File: src/rtl/al422_frame_writer.sv
// AL422 write-side frame loader: turns an SOF-marked byte stream into
// write-pointer reset pulses and one frame's worth of write strobes,
// reporting completed and malformed frames.
`timescale 1ns/1ps
module al422_frame_writer #(
  parameter int PIXEL_COUNT     = 64,
  parameter int BYTES_PER_PIXEL = 3,
  parameter int WRST_CYCLES     = 2
) (
  input  logic       in_clk,
  input  logic       in_nrst,
  input  logic [7:0] in_data,
  input  logic       in_valid,
  input  logic       in_sof,
  output logic       in_ready,
  output logic [7:0] al422_data,
  output logic       al422_we_n,
  output logic       al422_wrst_n,
  output logic       frame_done,
  output logic       frame_err,
  output logic [7:0] frame_count
);

  localparam int FRAME_BYTES = PIXEL_COUNT * BYTES_PER_PIXEL;
  localparam int CNT_W       = $clog2(FRAME_BYTES + 1);
  localparam int WR_W        = $clog2(WRST_CYCLES + 1);
  localparam logic [CNT_W-1:0] CNT_LAST = CNT_W'(FRAME_BYTES);
  localparam logic [WR_W-1:0]  WR_LAST  = WR_W'(WRST_CYCLES);

  typedef enum logic [1:0] {
    IDLE  = 2'd0,
    WRST  = 2'd1,
    WRITE = 2'd2
  } state_t;

  state_t           state, state_nx;
  logic [CNT_W-1:0] cnt, cnt_nx, cnt_inc;
  logic [WR_W-1:0]  wr_cnt, wr_cnt_nx;
  logic [7:0]       hold, hold_nx;
  logic [7:0]       data_nx;
  logic             we_n_nx, wrst_n_nx, done_nx, err_nx;
  logic [7:0]       count_nx;
  logic             accept;

  // The block stalls the stream only while the write pointer is being reset.
  assign in_ready = (state != WRST);
  assign accept   = in_valid & in_ready;
  assign cnt_inc  = cnt + CNT_W'(1);

  // Next-state and next-output decode; every AL422-side output is registered.
  always_comb begin
    state_nx  = state;
    cnt_nx    = cnt;
    wr_cnt_nx = wr_cnt;
    hold_nx   = hold;
    data_nx   = al422_data;
    we_n_nx   = 1'b1;
    wrst_n_nx = 1'b1;
    done_nx   = 1'b0;
    err_nx    = 1'b0;
    count_nx  = frame_count;
    case (state)
      IDLE: begin
        if (accept) begin
          if (in_sof) begin
            hold_nx   = in_data;
            state_nx  = WRST;
            wrst_n_nx = 1'b0;
            wr_cnt_nx = WR_W'(1);
            cnt_nx    = '0;
          end else begin
            // Stray byte outside a frame: dropped, flagged.
            err_nx = 1'b1;
          end
        end
      end
      WRST: begin
        if (wr_cnt == WR_LAST) begin
          // Pointer reset finished: write the SOF byte held during the gap.
          we_n_nx = 1'b0;
          data_nx = hold;
          cnt_nx  = CNT_W'(1);
          if (FRAME_BYTES == 1) begin
            done_nx  = 1'b1;
            count_nx = frame_count + 8'd1;
            state_nx = IDLE;
          end else begin
            state_nx = WRITE;
          end
        end else begin
          wr_cnt_nx = wr_cnt + WR_W'(1);
          wrst_n_nx = 1'b0;
        end
      end
      WRITE: begin
        if (accept) begin
          if (in_sof) begin
            // Short frame: restart; the pointer reset discards the partial frame.
            err_nx    = 1'b1;
            hold_nx   = in_data;
            state_nx  = WRST;
            wrst_n_nx = 1'b0;
            wr_cnt_nx = WR_W'(1);
            cnt_nx    = '0;
          end else begin
            we_n_nx = 1'b0;
            data_nx = in_data;
            cnt_nx  = cnt_inc;
            if (cnt_inc == CNT_LAST) begin
              done_nx  = 1'b1;
              count_nx = frame_count + 8'd1;
              state_nx = IDLE;
            end
          end
        end
      end
      default: state_nx = IDLE;
    endcase
  end

  // State, counters and registered outputs with asynchronous active-low reset.
  always_ff @(posedge in_clk or negedge in_nrst) begin
    if (!in_nrst) begin
      state        <= IDLE;
      cnt          <= '0;
      wr_cnt       <= '0;
      hold         <= '0;
      al422_data   <= '0;
      al422_we_n   <= 1'b1;
      al422_wrst_n <= 1'b1;
      frame_done   <= 1'b0;
      frame_err    <= 1'b0;
      frame_count  <= '0;
    end else begin
      state        <= state_nx;
      cnt          <= cnt_nx;
      wr_cnt       <= wr_cnt_nx;
      hold         <= hold_nx;
      al422_data   <= data_nx;
      al422_we_n   <= we_n_nx;
      al422_wrst_n <= wrst_n_nx;
      frame_done   <= done_nx;
      frame_err    <= err_nx;
      frame_count  <= count_nx;
    end
  end

endmodule
File: config.mk
export PLATFORM = sky130hd
export DESIGN_NAME = al422_frame_writer
export DESIGN_NICKNAME = d
export VERILOG_FILES = /design/src/rtl/al422_frame_writer.sv
export SDC_FILE = /design/constraint.sdc
export NUM_CORES = 1
export LEC_CHECK = 0
export ABC_CLOCK_PERIOD_IN_PS = 3800
export BUFFER_PORTS_ARGS = -buffer_cell sky130_fd_sc_hd__buf_2
export CORE_ASPECT_RATIO = 0.9
export CORE_MARGIN = 3
export CORE_UTILIZATION = 37
export CTS_BUF_LIST = sky130_fd_sc_hd__clkbuf_8
export DETAILED_ROUTE_END_ITERATION = 12
export PLACE_DENSITY = 0.66
export SLEW_MARGIN = 5
export SYNTH_ARGS = -nofsm -noshare
export SYNTH_HDL_FRONTEND = slang
export SYNTH_SLANG_ARGS = --single-unit
File: constraint.sdc
create_clock -name in_clk -period 3.8 [get_ports in_clk]
set_input_delay 0.76 -clock in_clk [delete_from_list [all_inputs] [get_ports in_clk]]
set_output_delay 0.76 -clock in_clk [all_outputs]
set_load 0.01 [all_outputs]
==> flow_results.xml <==
<?xml version="1.0" encoding="UTF-8"?>
<metrics>
  <group name="cts">
    <metric name="clock_tree_from_tritoncts" unit="">built</metric>
    <metric name="htreeDepth" unit="">2</metric>
    <metric name="clockBufferDepth" unit="">2</metric>
    <metric name="cts-buffers-inserted" unit="">5</metric>
    <metric name="clock_sinks" unit="">40</metric>
    <metric name="cts-resized-gates" unit="">0</metric>
    <metric name="clock_insertion_delay_worst_skew" unit="ps">300</metric>
    <metric name="clock_tree.root_cell" unit="">sky130_fd_sc_hd__clkbuf_8</metric>
    <metric name="clk_pin_slew_worst_paths" unit="ps">80</metric>
    <metric name="post-cts-setup-buffers" unit="">0</metric>
    <metric name="post_cts_hold_buffer_count" unit="">0</metric>
  </group>
  <group name="cells_and_area">
    <metric name="fin_util" unit="">0.455</metric>
    <metric name="instances_no_fill" unit="">301</metric>
    <metric name="flow.area_growth_from_synthesis" unit="%">17.0</metric>
    <metric name="final_net_count" unit="">255</metric>
    <metric name="post_route_cells_drive_above_1_share" unit="">0.252</metric>
    <metric name="diodes_inserted" unit="">0</metric>
    <metric name="fillers" unit="">491</metric>
  </group>
  <group name="setup_path">
    <metric name="path_delay_family" unit="">simple AND/OR/NAND/NOR gates</metric>
    <metric name="worstReg2RegStart" unit="">state[0]$_DFFE_PN0P_</metric>
    <metric name="crit_path_start_kind" unit="">flop</metric>
    <metric name="r2r-end" unit="">cnt[7]$_DFFE_PN0P_</metric>
    <metric name="timing.setup.critical_path_class" unit="">reg2reg</metric>
    <metric name="worst_setup_path_endpoint" unit="">cnt[7]$_DFFE_PN0P_</metric>
    <metric name="crit_buf_inv" unit="">2</metric>
    <metric name="critical_path_depth_in_cells" unit="">7</metric>
    <metric name="crit_path_end_kind" unit="">flop</metric>
    <metric name="rr_worst_depth" unit="">7</metric>
    <metric name="master_of_the_slowest_instance_on_the_critical_path" unit="">sky130_fd_sc_hd__or3b_2</metric>
    <metric name="crit_path_start" unit="">state[0]$_DFFE_PN0P_</metric>
    <metric name="worstPathArrival" unit="ps">2520</metric>
    <metric name="path_cells" unit="">inv_1 &gt; ha_1 &gt; buf_4 &gt; nand2b_1 &gt; or3b_2 &gt; or2_2 &gt; o31ai_1</metric>
    <metric name="reg2reg_slack" unit="ps">1490</metric>
    <metric name="critPathMaxStageDelay" unit="ps">560</metric>
    <metric name="worst_ep_required_time" unit="ps">4010</metric>
    <metric name="critical_path_peak_fanout" unit="">16</metric>
  </group>
  <group name="floorplan">
    <metric name="die_width" unit="um">85</metric>
    <metric name="count_of_boundary_i_o_pins" unit="">33</metric>
    <metric name="design.core.area" unit="sq um">5350</metric>
    <metric name="placement_rows" unit="">25</metric>
    <metric name="fp.dieArea" unit="sq um">6550</metric>
    <metric name="initial_core_util" unit="">0.389</metric>
    <metric name="die_h" unit="um">77.1</metric>
  </group>
  <group name="global_route">
    <metric name="antenna_violations_before_repair" unit="">0</metric>
    <metric name="grtUsageTotal" unit="">0.122</metric>
    <metric name="first_global_vias" unit="">1460</metric>
    <metric name="grt_start_max_net_pins" unit="">41</metric>
    <metric name="grt-ovfl-total" unit="">0</metric>
    <metric name="wire_length_of_the_first_global_routing_pass" unit="um">6590</metric>
  </group>
  <group name="timing">
    <metric name="max_freq" unit="MHz">432</metric>
    <metric name="worst_pin_slew" unit="ps">870</metric>
    <metric name="rsz0062_at_grt" unit="">false</metric>
    <metric name="slew_headroom" unit="">0.420</metric>
    <metric name="setup_viol" unit="">0</metric>
    <metric name="final_period_minus_worst_setup_slack" unit="ps">2310</metric>
    <metric name="timing_max_transition_violations_final" unit="">0</metric>
    <metric name="timing_hold_violations_final" unit="">0</metric>
    <metric name="postLayoutSetupSlackWorst" unit="ps">1490</metric>
    <metric name="fin_tns_setup" unit="ps">0</metric>
    <metric name="finalClockSkew" unit="ps">8.42</metric>
    <metric name="post-route-period-util" unit="">0.609</metric>
  </group>
  <group name="logic_synthesis">
    <metric name="synthesis.nets" unit="">220</metric>
    <metric name="post_synthesis_sequential_area_ratio" unit="">0.483</metric>
    <metric name="synth-edff-count" unit="">0</metric>
    <metric name="synthesis.area_per_instance" unit="sq um">10.5</metric>
    <metric name="asyncSetResetFlopFracSynth" unit="">1.00</metric>
    <metric name="ys_warn_count" unit="">0</metric>
    <metric name="ys.flop_type" unit="">sky130_fd_sc_hd__dfrtp_1</metric>
    <metric name="count_of_distinct_cell_types_in_the_synthesized_netlist" unit="">42</metric>
    <metric name="synthCells" unit="">198</metric>
    <metric name="cell_area_synth" unit="sq um">2080</metric>
    <metric name="ys_seq_elements" unit="">40</metric>
  </group>
  <group name="place">
    <metric name="place.detailed.instances" unit="">293</metric>
    <metric name="place.gp.congestion" unit="">0.822</metric>
    <metric name="numPortBuffers" unit="">32</metric>
    <metric name="detailedPlacementHpwl" unit="um">2800</metric>
    <metric name="placement.setup.worst_slack" unit="ps">1430</metric>
  </group>
  <group name="power_and_ir_drop">
    <metric name="peakVddDrop" unit="V">0.000335</metric>
    <metric name="fin_total_pwr" unit="W">0.00160</metric>
    <metric name="power_per_cell_area" unit="nW/um^2">657</metric>
    <metric name="static-leakage-power" unit="nW">1.14</metric>
  </group>
  <group name="run">
    <metric name="drv_cap" unit="">0</metric>
  </group>
  <group name="detailed_routing">
    <metric name="drc_errors" unit="">0</metric>
    <metric name="final_antenna_net_count" unit="">0</metric>
    <metric name="detail_route.wl_per_cell" unit="um">12.9</metric>
    <metric name="detail_route.vias_per_cell" unit="">5.06</metric>
    <metric name="detailedRoute.firstIterationViolations" unit="">60</metric>
    <metric name="via_count" unit="">1523</metric>
    <metric name="detailedRoute.firstPassIterationCount" unit="">4</metric>
    <metric name="routed_wl" unit="um">3870</metric>
  </group>
  <group name="hold_path">
    <metric name="kind_of_path_behind_the_tightest_hold_check" unit="">reg2reg</metric>
  </group>
  <group name="outcome">
    <metric name="outcome" unit="">finished clean</metric>
  </group>
</metrics>
==> cell usage after synthesis (3+ instances only) <==
cell                       count  area (sq um)
sky130_fd_sc_hd__dfrtp_1      38           951
sky130_fd_sc_hd__nor2_1       17          63.8
sky130_fd_sc_hd__o21ai_0      14          70.1
sky130_fd_sc_hd__a21oi_1      12          60.1
sky130_fd_sc_hd__ha_1         10           125
sky130_fd_sc_hd__mux2i_1      10           100
sky130_fd_sc_hd__nand2_1      10          37.5
sky130_fd_sc_hd__nand3_1      10          50.1
sky130_fd_sc_hd__mux2_2        8          90.1
sky130_fd_sc_hd__xnor2_1       8          70.1
sky130_fd_sc_hd__inv_1         6          22.5
sky130_fd_sc_hd__and3_1        5          31.3
sky130_fd_sc_hd__nand2b_1      5          31.3
sky130_fd_sc_hd__nor3_1        4          20.0
sky130_fd_sc_hd__o31ai_1       4          30.0
sky130_fd_sc_hd__clkbuf_1      3          11.3
sky130_fd_sc_hd__nand4_1       3          18.8
sky130_fd_sc_hd__nor2b_1       3          18.8
==> cells by family (layout without fill, tap and decap cells) <==
group           Yosys count  count (layout)  share of synthesized area
compound gates           41              41                      0.128
xor+xnor                  9               9                     0.0379
fa+ha+maj                10              10                     0.0602
buf+inv                  12              48                     0.0235
flops                    40              40                      0.483
mux                      19              19                     0.0987
simple gates             67              67                      0.169
==> stage by stage <==
step,hold WS (ps),cell area (sq um)
4_1_cts,475,2430
3_3_place_gp,460,2310
5_1_grt,501,2430
2_1_floorplan,454,2080
6_report,476,2430
3_5_place_dp,464,2310
==> area by class of cell <==
cell class | count | area (sq um) | area share
clock inverter | 2 | 38.8 | 0.0159
clock buffer | 6 | 82.6 | 0.0340
multi-input combinational | 146 | 1030 | 0.422
inverter | 6 | 22.5 | 0.00926
sequential | 40 | 1000 | 0.413
timing repair buffer | 34 | 175 | 0.0720
tap | 67 | 83.8 | 0.0345
==> worst min path at each step <==
stage                               startpoint                    endpoint  slack (ps)  cells after the start
finish              frame_count[7]$_DFFE_PN0P_  frame_count[7]$_DFFE_PN0P_         480                      1
global route        frame_count[7]$_DFFE_PN0P_  frame_count[7]$_DFFE_PN0P_         500                      1
CTS                 frame_count[7]$_DFFE_PN0P_  frame_count[7]$_DFFE_PN0P_         480                      1
detailed placement  frame_count[7]$_DFFE_PN0P_  frame_count[7]$_DFFE_PN0P_         460                      1
global placement    frame_count[7]$_DFFE_PN0P_  frame_count[7]$_DFFE_PN0P_         460                      1
floorplan                wr_cnt[1]$_DFFE_PN0P_       wr_cnt[1]$_DFFE_PN0P_         450                      2
==> report_power, final <==
part	leakage [nW]	internal [W]	total [W]	switching [W]
sequential	0.505	0.000559	0.000626	0.0000664
combinational	0.578	0.000260	0.000608	0.000348
clock	0.0614	0.000215	0.000364	0.000149
==> registers in the layout, indices dropped and copies added (netlist names) <==
| signal | count |
|---|---|
| al422_wrst_n | 1 |
| state | 2 |
| cnt | 8 |
| hold | 8 |
| frame_err | 1 |
| al422_we_n | 1 |
| wr_cnt | 2 |
| frame_count | 8 |
| frame_done | 1 |
| al422_data | 8 |
==> layer usage <==
metal  up-vias  GRT usage  share of wire
met5         -          0              0
met4         0     0.0633          0.030
met3        11     0.0258          0.049
met2        35      0.189           0.44
met1       708      0.161           0.48
li1        769          -              -
==> cell usage in the layout, fill, tap and decap left out, drive strengths merged, types with 3 or more instances in the layout <==
master	count
dfrtp	38
buf	34
nor2	17
o21ai	15
a21oi	12
nand2	11
nand3	10
mux2i	10
ha	10
mux2	9
xnor2	8
inv	6
clkbuf	6
nand2b	5
and3	5
nor3	4
o31ai	4
nor2b	3
nand4	3
(Power assumes the default switching activity.)
